## src/rtl/mul_seq_ctrl_if.sv

```systemverilog
// Types and handshake bundle for the Booth radix-4 multiply sequencer.
// Groups the request, multiplier and writeback signals; slave = controller, master = environment.
package mul_seq_pkg;
    typedef enum logic [1:0] {
        MUL_    = 2'd0,
        MULH_   = 2'd1,
        MULHU_  = 2'd2,
        MULHSU_ = 2'd3
    } mul_ops_e;

    typedef enum logic {
        FREE = 1'b0,
        BUSY = 1'b1
    } fu_state_e;
endpackage

interface mul_seq_ctrl_if
    import mul_seq_pkg::*;
#(
    parameter int XLEN  = 32,
    parameter int TAG_W = 4
) ();
    logic             req_valid_i;
    logic             req_ready_o;
    mul_ops_e         req_op_i;
    logic [XLEN-1:0]  req_rs1_i;
    logic [XLEN-1:0]  req_rs2_i;
    logic [TAG_W-1:0] req_tag_i;

    logic             mul_clk_en_o;
    logic [XLEN-1:0]  mul_multiplier_o;
    logic [XLEN-1:0]  mul_multiplicand_o;
    mul_ops_e         mul_operation_o;
    fu_state_e        mul_fu_state_i;
    logic [XLEN-1:0]  mul_result_i;

    logic             wb_valid_o;
    logic             wb_ready_i;
    logic [XLEN-1:0]  wb_result_o;
    logic [TAG_W-1:0] wb_tag_o;

    modport slave (
        input  req_valid_i, req_op_i, req_rs1_i, req_rs2_i, req_tag_i,
        output req_ready_o,
        output mul_clk_en_o, mul_multiplier_o, mul_multiplicand_o,
        output mul_operation_o,
        input  mul_fu_state_i, mul_result_i,
        output wb_valid_o, wb_result_o, wb_tag_o,
        input  wb_ready_i
    );

    modport master (
        output req_valid_i, req_op_i, req_rs1_i, req_rs2_i, req_tag_i,
        input  req_ready_o,
        input  mul_clk_en_o, mul_multiplier_o, mul_multiplicand_o,
        input  mul_operation_o,
        output mul_fu_state_i, mul_result_i,
        input  wb_valid_o, wb_result_o, wb_tag_o,
        output wb_ready_i
    );
endinterface

```

## src/rtl/mul_seq_ctrl.sv

```systemverilog
// Sequencer for the iterative Booth radix-4 multiplier: accepts one request, gates
// the multiplier clock enable for MUL_CYCLES cycles, then hands result+tag to writeback.
// Ports: clk_i, rst_n_i (async low), flush_i, bus (mul_seq_ctrl_if.slave), busy_o, err_o.
// Optional: define MUL_RESULT_REUSE_EN for a one-entry result cache (HIT state).
module mul_seq_ctrl
    import mul_seq_pkg::*;
#(
    parameter int XLEN       = 32,
    parameter int TAG_W      = 4,
    parameter int MUL_CYCLES = 17
) (
    input  logic          clk_i,
    input  logic          rst_n_i,
    input  logic          flush_i,
    mul_seq_ctrl_if.slave bus,
    output logic          busy_o,
    output logic          err_o
);
    localparam int CNT_W = $clog2(MUL_CYCLES + 1);
    localparam logic [CNT_W-1:0] LAST = CNT_W'(MUL_CYCLES - 1);

`ifdef MUL_RESULT_REUSE_EN
    typedef enum logic [2:0] {IDLE, RUN, DRAIN, DONE, HIT} state_e;
`else
    typedef enum logic [1:0] {IDLE, RUN, DRAIN, DONE} state_e;
`endif

    state_e           r_state;
    state_e           w_next;
    logic [CNT_W-1:0] r_cnt;
    logic [XLEN-1:0]  r_rs1;
    logic [XLEN-1:0]  r_rs2;
    mul_ops_e         r_op;
    logic [TAG_W-1:0] r_tag;
    logic             r_err;

    logic             w_ready;
    logic             w_en;
    logic             w_wbv;
    logic [XLEN-1:0]  w_wb_result;
    logic             w_accept;
    logic             w_wb_hs;
    logic             w_hit;
    logic             w_err;

`ifdef MUL_RESULT_REUSE_EN
    logic             r_c_valid;
    logic [XLEN-1:0]  r_c_rs1;
    logic [XLEN-1:0]  r_c_rs2;
    mul_ops_e         r_c_op;
    logic [XLEN-1:0]  r_c_result;

    assign w_hit = r_c_valid
                && (r_c_rs1 == bus.req_rs1_i)
                && (r_c_rs2 == bus.req_rs2_i)
                && (r_c_op == bus.req_op_i);
`else
    assign w_hit = 1'b0;
`endif

    always_comb begin
        w_next      = r_state;
        w_ready     = 1'b0;
        w_en        = 1'b0;
        w_wbv       = 1'b0;
        w_wb_result = bus.mul_result_i;
        unique case (r_state)
            IDLE: begin
                w_ready = ~flush_i;
                if (bus.req_valid_i && w_ready) begin
                    w_next = w_hit ? state_e'(1) : RUN;
`ifdef MUL_RESULT_REUSE_EN
                    if (w_hit) w_next = HIT;
`else
                    w_next = RUN;
`endif
                end
            end
            RUN: begin
                w_en = 1'b1;
                // A flush on the final enabled cycle already leaves the
                // multiplier counter at 0, so no drain is needed.
                if (r_cnt == LAST) w_next = flush_i ? IDLE : DONE;
                else if (flush_i) w_next = DRAIN;
            end
            DRAIN: begin
                w_en = 1'b1;
                if (r_cnt == LAST) w_next = IDLE;
            end
            DONE: begin
                w_wbv = ~flush_i;
                if (flush_i || bus.wb_ready_i) w_next = IDLE;
            end
`ifdef MUL_RESULT_REUSE_EN
            HIT: begin
                w_wbv       = ~flush_i;
                w_wb_result = r_c_result;
                if (flush_i || bus.wb_ready_i) w_next = IDLE;
            end
`endif
            default: w_next = IDLE;
        endcase
    end

    assign w_accept = (r_state == IDLE) && bus.req_valid_i && ~flush_i;
    assign w_wb_hs  = w_wbv && bus.wb_ready_i;

    // Multiplier must be idle at rest/completion and busy once past its load cycle.
    always_comb begin
        w_err = 1'b0;
        unique case (r_state)
            IDLE:    w_err = (bus.mul_fu_state_i != FREE);
            DONE:    w_err = (bus.mul_fu_state_i != FREE);
            RUN:     w_err = (bus.mul_fu_state_i == FREE) && (r_cnt != '0);
`ifdef MUL_RESULT_REUSE_EN
            HIT:     w_err = (bus.mul_fu_state_i != FREE);
`endif
            default: w_err = 1'b0;
        endcase
    end

    always_ff @(posedge clk_i or negedge rst_n_i) begin
        if (!rst_n_i) begin
            r_state <= IDLE;
            r_cnt   <= '0;
            r_rs1   <= '0;
            r_rs2   <= '0;
            r_op    <= MUL_;
            r_tag   <= '0;
            r_err   <= 1'b0;
        end else begin
            r_state <= w_next;
            if (w_accept) begin
                r_cnt <= '0;
                r_rs1 <= bus.req_rs1_i;
                r_rs2 <= bus.req_rs2_i;
                r_op  <= bus.req_op_i;
                r_tag <= bus.req_tag_i;
            end else if (w_en) begin
                r_cnt <= r_cnt + CNT_W'(1);
            end
            if (w_err) r_err <= 1'b1;
        end
    end

`ifdef MUL_RESULT_REUSE_EN
    always_ff @(posedge clk_i or negedge rst_n_i) begin
        if (!rst_n_i) begin
            r_c_valid  <= 1'b0;
            r_c_rs1    <= '0;
            r_c_rs2    <= '0;
            r_c_op     <= MUL_;
            r_c_result <= '0;
        end else if (w_wb_hs) begin
            r_c_valid  <= 1'b1;
            r_c_rs1    <= r_rs1;
            r_c_rs2    <= r_rs2;
            r_c_op     <= r_op;
            r_c_result <= w_wb_result;
        end
    end
`endif

    assign bus.req_ready_o        = w_ready;
    assign bus.mul_clk_en_o       = w_en;
    assign bus.mul_multiplier_o   = r_rs1;
    assign bus.mul_multiplicand_o = r_rs2;
    assign bus.mul_operation_o    = r_op;
    assign bus.wb_valid_o         = w_wbv;
    assign bus.wb_result_o        = w_wb_result;
    assign bus.wb_tag_o           = r_tag;
    assign busy_o                 = (r_state != IDLE);
    assign err_o                  = r_err;
endmodule

```

## src/flat_wrapper.sv

```systemverilog
// flat-port wrapper written by rule: the top's interface ports become plain ports
module mul_seq_ctrl_flat import mul_seq_pkg::*;
#(
    parameter int XLEN       = 32,
    parameter int TAG_W      = 4,
    parameter int MUL_CYCLES = 17
)
  (clk_i, rst_n_i, flush_i, busy_o, err_o, bus_req_valid_i, bus_req_op_i, bus_req_rs1_i, bus_req_rs2_i, bus_req_tag_i, bus_req_ready_o, bus_mul_clk_en_o, bus_mul_multiplier_o, bus_mul_multiplicand_o, bus_mul_operation_o, bus_mul_fu_state_i, bus_mul_result_i, bus_wb_valid_o, bus_wb_result_o, bus_wb_tag_o, bus_wb_ready_i);
  mul_seq_ctrl_if #(.XLEN(XLEN), .TAG_W(TAG_W)) bus_i ();
  input  logic clk_i;
  input  logic rst_n_i;
  input  logic flush_i;
  output logic busy_o;
  output logic err_o;
  input wire logic [$bits(bus_i.req_valid_i)-1:0] bus_req_valid_i;
  input wire logic [$bits(bus_i.req_op_i)-1:0] bus_req_op_i;
  input wire logic [$bits(bus_i.req_rs1_i)-1:0] bus_req_rs1_i;
  input wire logic [$bits(bus_i.req_rs2_i)-1:0] bus_req_rs2_i;
  input wire logic [$bits(bus_i.req_tag_i)-1:0] bus_req_tag_i;
  output wire logic [$bits(bus_i.req_ready_o)-1:0] bus_req_ready_o;
  output wire logic [$bits(bus_i.mul_clk_en_o)-1:0] bus_mul_clk_en_o;
  output wire logic [$bits(bus_i.mul_multiplier_o)-1:0] bus_mul_multiplier_o;
  output wire logic [$bits(bus_i.mul_multiplicand_o)-1:0] bus_mul_multiplicand_o;
  output wire logic [$bits(bus_i.mul_operation_o)-1:0] bus_mul_operation_o;
  input wire logic [$bits(bus_i.mul_fu_state_i)-1:0] bus_mul_fu_state_i;
  input wire logic [$bits(bus_i.mul_result_i)-1:0] bus_mul_result_i;
  output wire logic [$bits(bus_i.wb_valid_o)-1:0] bus_wb_valid_o;
  output wire logic [$bits(bus_i.wb_result_o)-1:0] bus_wb_result_o;
  output wire logic [$bits(bus_i.wb_tag_o)-1:0] bus_wb_tag_o;
  input wire logic [$bits(bus_i.wb_ready_i)-1:0] bus_wb_ready_i;
  assign bus_i.req_valid_i = bus_req_valid_i;
  assign bus_i.req_op_i = bus_req_op_i;
  assign bus_i.req_rs1_i = bus_req_rs1_i;
  assign bus_i.req_rs2_i = bus_req_rs2_i;
  assign bus_i.req_tag_i = bus_req_tag_i;
  assign bus_req_ready_o = bus_i.req_ready_o;
  assign bus_mul_clk_en_o = bus_i.mul_clk_en_o;
  assign bus_mul_multiplier_o = bus_i.mul_multiplier_o;
  assign bus_mul_multiplicand_o = bus_i.mul_multiplicand_o;
  assign bus_mul_operation_o = bus_i.mul_operation_o;
  assign bus_i.mul_fu_state_i = bus_mul_fu_state_i;
  assign bus_i.mul_result_i = bus_mul_result_i;
  assign bus_wb_valid_o = bus_i.wb_valid_o;
  assign bus_wb_result_o = bus_i.wb_result_o;
  assign bus_wb_tag_o = bus_i.wb_tag_o;
  assign bus_i.wb_ready_i = bus_wb_ready_i;
  mul_seq_ctrl #(.XLEN(XLEN), .TAG_W(TAG_W), .MUL_CYCLES(MUL_CYCLES)) u_core (.clk_i(clk_i), .rst_n_i(rst_n_i), .flush_i(flush_i), .bus(bus_i), .busy_o(busy_o), .err_o(err_o));
endmodule
```

## config.mk

```make
export PLATFORM = sky130hd
export DESIGN_NAME = mul_seq_ctrl_flat
export DESIGN_NICKNAME = d
export VERILOG_FILES = /design/src/rtl/mul_seq_ctrl_if.sv /design/src/rtl/mul_seq_ctrl.sv /design/src/flat_wrapper.sv
export SDC_FILE = /design/constraint.sdc
export NUM_CORES = 1
export LEC_CHECK = 0
export ABC_AREA = 1
export BUFFER_PORTS_ARGS = -buffer_cell sky130_fd_sc_hd__clkbuf_2
export CAP_MARGIN = 20
export CORE_UTILIZATION = 38
export DETAILED_ROUTE_END_ITERATION = 8
export PLACE_DENSITY = 0.77
export SLEW_MARGIN = 10
export SYNTH_ARGS = -nofsm -noshare
export SYNTH_HDL_FRONTEND = slang
export SYNTH_SLANG_ARGS = --single-unit
```

## constraint.sdc

```tcl
create_clock -name clk_i -period 1.9 [get_ports clk_i]
set_clock_uncertainty 0.15 [all_clocks]
set_input_delay 0.285 -clock clk_i [delete_from_list [all_inputs] [get_ports clk_i]]
set_output_delay 0.285 -clock clk_i [all_outputs]
set_load 0.03 [all_outputs]
```

==> impl_results.md, run 1 <==
- Synthesized area per cell: 8.59 um2
- Netlist Area Pre-Place: 3500 um2
- WL met1: 3.65 mm
- Share of cells above drive strength 1: 29.9%
- Initial core utilization: 39.7%
- Grt total ovfl: 0
- Die area: 9590 um2
- Remaining DRCs: 16
- Pre-antenna DRT Iters: 7
- Fin. max-slew vios: 0
- Num CTS Buffers: 9
- Placed Instances: 622
- Gp weighted congestion: 0.780
- TritonCTS clock tree: built
- WL met3: 708 um
- Min Clock Period, post-route: 1.84 ns
- Total GRT Usage: 19.8%
- Critical Path RT: 1.46 ns
- Initial antenna violation count: 0
- # Max-Cap Violations: 0
- Max Used Layer: met4
- PortBufs: 150
- RSZ-0062 raised after global routing: no
- Core area: 8810 um2
- PD cells: 1650 nW/um2
- Fin crit share: 97.0%
- Slew at the pin with the worst max-slew slack: 0.504 ns
- # setup viols final: 0
- Clk pin slew, worst setup/hold paths: 0.08 ns
- Min Hold Slack: 0.0184 ns
- Worst skew pair latency: 0.34 ns
- Critical Path End Type: output pin
- Initial DRC count: 109
- Arrival time worst endpoint: 1.41 ns
- Fmax: 0.542 GHz
- Seq/Total Area, Yosys: 55.8%
- Final non-filler cell total: 704
- First-pass GRT wire length: 15.0 mm
- I/O pin total: 215
- Fin Setup TNS: 0 ns
- Post-synth net total: 522
- Htree depth: 3
- FP Rows: 34
- Worst slew margin relative to its limit: 66.4%
- CP startpoint kind: register
- Unique masters post-synth: 21
- Outcome: complete, but fails checks
- Antenna cells: 0
- Vias in the first global route: 3207
- Max VDD drop: 865 uV
- Ys Warns: 0
- Met2 routed WL: 4.42 mm
- Sink Count: 78
- Routed WL: 8.98 mm
- Vias/cell: 4.52
- Routed Antenna Nets: 0
- Crit-path max FO: 4
- Worst Hold Class: in2reg
- Max Root-Sink Buffers: 2
- Hpwl dp: 5.44 mm
- Total number of vias: 3184
- Die X: 97.9 um
- Fill cells: 760
- Post-layout net count: 708
- DIE HEIGHT: 97.9 um
- Final core utilization: 56.9%
- Wire length per cell: 12.8 um
- Final hold vios: 0
- Failing checks: DRC
- Lkg Pwr: 2.88 nW
- Area delta synth->final: 43.5%
- Largest net degree at the start of global routing: 42
- Synth Register Bits: 78
- Root Driver: clkbuf_8
- Crit path kind: reg2out
- Cell count after synthesis: 407
-- per-stage QoR --
stage / cell area (um2) / setup slack [ns] / total power, mW
5_1_grt: 5010 / 0.000598 / 8.85
4_1_cts: 5010 / 0.0336 / 8.33
6_report: 5010 / 0.0566 / 8.29
3_3_place_gp: 4090 / 0.299 / 6.57
2_1_floorplan: 3500 / 0.156 / 5.66
3_5_place_dp: 4090 / 0.209 / 6.69
-- Yosys cell counts --
cell,n,area share (%)
a21oi_1,4,0.57
buf_1,4,0.43
buf_2,3,0.43
buf_4,32,6.9
buf_6,1,0.32
buf_8,6,2.6
clkbuf_1,2,0.21
dfrtp_1,78,56
ha_1,7,2.5
inv_1,12,1.3
inv_2,4,0.43
nand2_1,232,25
nand2_4,1,0.32
nand3_1,3,0.43
nand4_1,2,0.36
nor2_1,9,0.97
nor2_8,1,0.57
nor3_1,1,0.14
o21ai_0,2,0.29
o21ai_1,2,0.29
xnor2_1,1,0.25
-- cell families (layout without fill, tap and decap cells) --
logic type	count (synthesis)	in the layout	synth area share [%]
and+or+nand+nor	249	249	27.7
DFF	78	78	55.8
adders and majority gates	7	7	2.51
AOI/OAI and AO/OA	8	8	1.15
xor gates and xnor gates	1	1	0.251
buffers and inverters	64	253	12.6
-- placed cells by master (no fill, tap or decap) --
master         count
clkbuf_2         146
buf_4              2
nand4_1            2
nor2_1             9
ha_4               1
inv_1             10
buf_12             4
clkbuf_8           9
clkinv_2           2
nand2_1          232
bufinv_16          3
xnor2_1            1
dfrtp_1           78
nand3_1            3
a21oi_1            4
nor3_1             1
o21ai_0            2
buf_2              1
nand2_4            1
o21ai_1            2
inv_2              6
clkbuf_4           2
dlygate4sd3_1     68
nor2_8             1
ha_1               6
-- layout make-up --
| type | count | area [um2] | share of cell area [%] |
|---|---|---|---|
| Clock buffer | 9 | 124 | 2.47 |
| Inverter | 16 | 60.1 | 1.20 |
| Timing Repair Buffer | 223 | 1530 | 30.4 |
| Tap cell | 108 | 135 | 2.69 |
| Multi-Input combinational cell | 265 | 1120 | 22.3 |
| Sequential cell | 78 | 1950 | 38.9 |
| Clock inverter | 5 | 100 | 2.00 |
-- state kept, by name (all words and copies together), names as in the netlist --
signal	cells
u_core.bus.mul_multiplicand_o	32
u_core.bus.mul_multiplier_o	32
u_core.r_cnt	5
u_core.bus.wb_tag_o	4
u_core.bus.mul_operation_o	2
u_core.r_state	2
u_core.err_o	1
-- repair_timing --
item	CTS	global route
hold buffers	68	0
setup buffers	0	0
endpoints found under the setup margin	3	3
resized for setup	5	2
endpoints found under the hold margin	104	0
-- metal layers --
metal | up-vias | GRT usage [%]
met2 | 153 | 33.6
met5 | - | 0
li1 | 1559 | -
met3 | 23 | 5.23
met1 | 1449 | 23.4
met4 | 0 | 9.67
-- worst max-delay path: stages, from the launching register on --
cell and delay [ns]:
dfrtp_1 0.44, inv_2 0.12, ha_4 0.15, inv_2 0.07
nor2_1 0.09, clkbuf_4 0.20
-- report_power, final --
group	switching, mW	internal (mW)
registers	0.464	2.42
clock network	0.586	0.854
logic	2.76	1.21
-- path summary, 6_finish.rpt --
check                                                            start                                       endpoint  slack (ns)  cells after the start
max                                      u_core.r_state[0]$_DFFE_PN0P_                                bus_req_ready_o        0.06                      5
min                                                  bus_req_rs2_i[26]  u_core.bus.mul_multiplicand_o[26]$_DFFE_PN0P_        0.02                      3
max reg2reg                              u_core.r_state[0]$_DFFE_PN0P_    u_core.bus.mul_multiplier_o[22]$_DFFE_PN0P_        0.25                      7
min reg2reg                u_core.bus.mul_multiplier_o[12]$_DFFE_PN0P_    u_core.bus.mul_multiplier_o[12]$_DFFE_PN0P_        0.32                      2
max in group asynchronous                                      rst_n_i     u_core.bus.mul_multiplier_o[1]$_DFFE_PN0P_        0.70                      3
min in group asynchronous                                      rst_n_i    u_core.bus.mul_multiplier_o[12]$_DFFE_PN0P_        0.30                      2
(Power assumes the default switching activity.)
==> run 2, diff against run 1 <==
- ABC_AREA: 1 -> not set
- PLACE_DENSITY: 0.77 -> 0.76
==> run 2 against run 1 <==
The run now ends clean. First-iteration DRC count is 81% lower. Global-route usage is 5.7 points lower. Sequential power is 3% higher. Utilization is 6.5 points lower. Total power is 5.3% higher. Final cell count is 27% lower. Maximum frequency is 1.1% lower. Critical path depth is 2 higher. Die area is 3.4% higher. Non-clock buffer count is 49 lower. Sequential share of layout area is 3.0 points higher. Clock-buffer cell count is 1 higher. Largest cell class unchanged.
==> impl_results.md, run 2 <==
- Initial core utilization: 39.1% (-0.55 points)
- Synth top area share: 54.0% (-1.9 points)
- Largest net degree at the start of global routing: 44 (+4.8%)
- Cell count after synthesis: 236 (-42%)
- Commonest non-fill, non-tap cell in the layout: clkbuf_2
- TritonCTS clock tree: built
- First-pass GRT wire length: 10.9 mm (-27%)
- Post-Synth Adder-Cell Area: 2.42% (-0.084 points)
- PD cells: 1870 nW/um2 (+13%)
- Fin. max-slew vios: 0 (unchanged)
- Yosys top cell by area: dfrtp_1
- Multiplexer share of the synthesized area: 26.7% (+27 points)
- Lkg Pwr: 2.36 nW (-18%)
- Gp weighted congestion: 0.744 (-4.7%)
- Max VDD drop: 831 uV (-3.8%)
- CP startpoint kind: register
- Unique masters post-synth: 30 (+43%)
- Top cells by area, synth: dfrtp_1, mux2_4, mux2_2, buf_4, buf_12
- Outcome: completed
- I/O pin total: 215 (unchanged)
- Root Driver: clkbuf_8
- Number of synthesized flops with an enable pin: 0 (unchanged)
- # Max-Cap Violations: 0 (unchanged)
- Routed WL: 7.12 mm (-21%)
- Most numerous cell in the Yosys netlist: dfrtp_1
- Total GRT Usage: 14.1% (-5.7 points)
- Vias/cell: 4.39 (-2.9%)
- Min Clock Period, post-route: 1.86 ns (+0.0212 ns)
- Post-layout net count: 495 (-30%)
- Final hold vios: 0 (unchanged)
- Ys Warns: 0 (unchanged)
- Top FF cell, synth: dfrtp_1
- Crit-path max FO: 10 (+6)
- Post-synth net total: 351 (-33%)
- Commonest cells post-synth: dfrtp_1, mux2_4, buf_4, mux2_2
- Most frequent cells in the layout: clkbuf_2, dfrtp_1, mux2_4
- Vias in the first global route: 2310 (-28%)
- Fill cells: 819 (+7.8%)
- Fin Setup TNS: 0 ns (unchanged)
- Slew at the pin with the worst max-slew slack: 0.471 ns (-0.0332 ns)
- RSZ-0062 raised after global routing: yes
- Die X: 99.6 um (+1.7%)
- Critical Path RT: 1.97 ns (+0.51 ns)
- Post-Synth XOR/XNOR Area: 0.969% (+0.72 points)
- Antenna cells: 0 (unchanged)
- Critical Path End Type: register
- Fmax: 0.536 GHz (-1.1%)
- Wire length per cell: 13.9 um (+8.6%)
- Seq/Total Area, Yosys: 54.0% (-1.9 points)
- Synth Register Bits: 78 (unchanged)
- Async set or reset register ratio after synthesis: 100% (unchanged)
- Reg2reg setup slack: 0.04 ns (-0.21 ns)
- Max Root-Sink Buffers: 2 (unchanged)
- DIE HEIGHT: 99.6 um (+1.7%)
- Design Power: 8.74 mW (+5.3%)
- Worst skew pair latency: 0.33 ns (about the same)
- Total number of vias: 2258 (-29%)
- Htree depth: 3 (unchanged)
- Register area: 1950 um2 (unchanged)
- Synth Area in Simple Gates: 3.53% (-24 points)
- Synthesized area per cell: 15.3 um2 (+78%)
- Placed Instances: 481 (-23%)
- Routed Antenna Nets: 0 (unchanged)
- Die area: 9910 um2 (+3.4%)
- Arrival time worst endpoint: 1.94 ns (+0.53 ns)
- Crit-path max cell delay: 0.42 ns (-0.02 ns)
- Worst Hold Class: in2reg
- CP Cell Sequence: inv_2 > ha_4 > inv_4 > nor2_4 > and2_4 > buf_4 > mux2_2
- # setup viols final: 0 (unchanged)
- Initial antenna violation count: 0 (unchanged)
- Hpwl dp: 5.07 mm (-6.9%)
- Final non-filler cell total: 514 (-27%)
- Clk pin slew, worst setup/hold paths: 0.09 ns (about the same)
- Num CTS Buffers: 9 (unchanged)
- Worst slew margin relative to its limit: 68.6% (+2.2 points)
- Complex-gate fraction of the synthesized area: 1.42% (+0.27 points)
- CP max stage cell: dfrtp_1
- PortBufs: 150 (unchanged)
- Sink Count: 78 (unchanged)
- Final core utilization: 50.4% (-6.5 points)
- Fin crit share: 98.1% (+1.1 points)
- Initial DRC count: 21 (-81%)
- Area delta synth->final: 28.8%
- WP buf/inv: 3 (unchanged)
- CP delay by family, top: flip-flops
- Grt total ovfl: 0 (unchanged)
- Remaining DRCs: 0 (-16)
- Largest family of logic cells by synthesized area: multiplexers
- Multi-input logic area: 1290 um2 (+16%)
- Crit path kind: reg2reg
- Pre-antenna DRT Iters: 4 (-3)
- Share of cells above drive strength 1: 65.5% (+36 points)
- Netlist Area Pre-Place: 3620 um2 (+3.5%)
- FP Rows: 35 (+2.9%)
- Core area: 9240 um2 (+4.9%)
-- run 2: cell count changes after synthesis, moves of 3 or more --
cell,delta
nand2_1,-229
mux2_4,+45
mux2_2,+25
inv_1,-7
buf_12,+5
buf_8,-5
a21oi_1,-4
buf_1,-4
buf_2,-3
inv_2,-3
nand3_1,-3
xor2_1,+3
-- run 2: logic make-up (layout without fill, tap and decap cells) --
kind of cell | Yosys count | in the layout
multiplexers | 71 | 71
flip-flops | 78 | 78
AND/OR/NAND/NOR | 22 | 22
buffers and inverters | 47 | 196
XOR/XNOR | 4 | 4
adder cells (fa/ha/maj) | 7 | 7
AO/OA/AOI/OAI | 7 | 7
-- run 2: layout make-up --
type | instances | area share, %
Clock buffer | 10 | 2.74
Clock inverter | 6 | 1.50
Inverter | 6 | 0.537
Multi-Input combinational cell | 111 | 27.8
Sequential cell | 78 | 41.9
Tap cell | 129 | 3.46
Timing Repair Buffer | 174 | 22.1
-- run 2: timing repair --
item	CTS	global route
hold buffers	13	1
gates resized for setup	0	4
endpoints found under the setup margin	0	23
endpoints found under the hold margin	47	1
setup buffers	0	2
-- run 2: power by group --
| part | internal, mW | switching [mW] | total (mW) |
|---|---|---|---|
| registers | 2.50 | 0.489 | 2.98 |
| clock network | 0.617 | 0.615 | 1.23 |
| logic | 1.88 | 2.64 | 4.52 |
| total | 4.99 | 3.75 | 8.74 |
-- run 2: metal layers --
layer	global-route usage, %	wire, um	vias to the layer above
met5	0	0	-
met4	6.22	105	0
met1	16.1	3010	1082
met3	4.22	476	18
met2	24.6	3530	99
li1	-	-	1059
-- run 2: metrics by stage --
step,worst slack (ns),cell area [um2],hold slack (ns)
finish,0.0354,4660,0.0228
global route,-0.0310,4660,0.000853
CTS,0.0226,4600,0.000209
detailed placement,0.0307,4270,0.123
global placement,0.0719,4270,0.117
floorplan,-0.0396,3640,-0.161
-- run 2: worst register-to-register path, cell delays in order, from the launching register on --
cell and delay [ns]:
dfrtp_1 0.42, inv_2 0.09, ha_4 0.14, inv_4 0.04, nor2_4 0.07, and2_4 0.25, buf_4 0.24, mux2_2 0.36
-- run 2: path summary, 6_finish.rpt --
kind                                               start                                             to  depth (start not counted)
max                        u_core.r_state[0]$_DFFE_PN0P_   u_core.bus.mul_multiplicand_o[8]$_DFFE_PN0P_                          7
min                                     bus_req_rs2_i[6]   u_core.bus.mul_multiplicand_o[6]$_DFFE_PN0P_                          2
max reg2reg                u_core.r_state[0]$_DFFE_PN0P_   u_core.bus.mul_multiplicand_o[8]$_DFFE_PN0P_                          7
min reg2reg                     u_core.err_o$_DFFE_PN0P_                       u_core.err_o$_DFFE_PN0P_                          1
max in group asynchronous                        rst_n_i      u_core.bus.mul_operation_o[0]$_DFFE_PN0P_                          3
min in group asynchronous                        rst_n_i  u_core.bus.mul_multiplicand_o[13]$_DFFE_PN0P_                          2
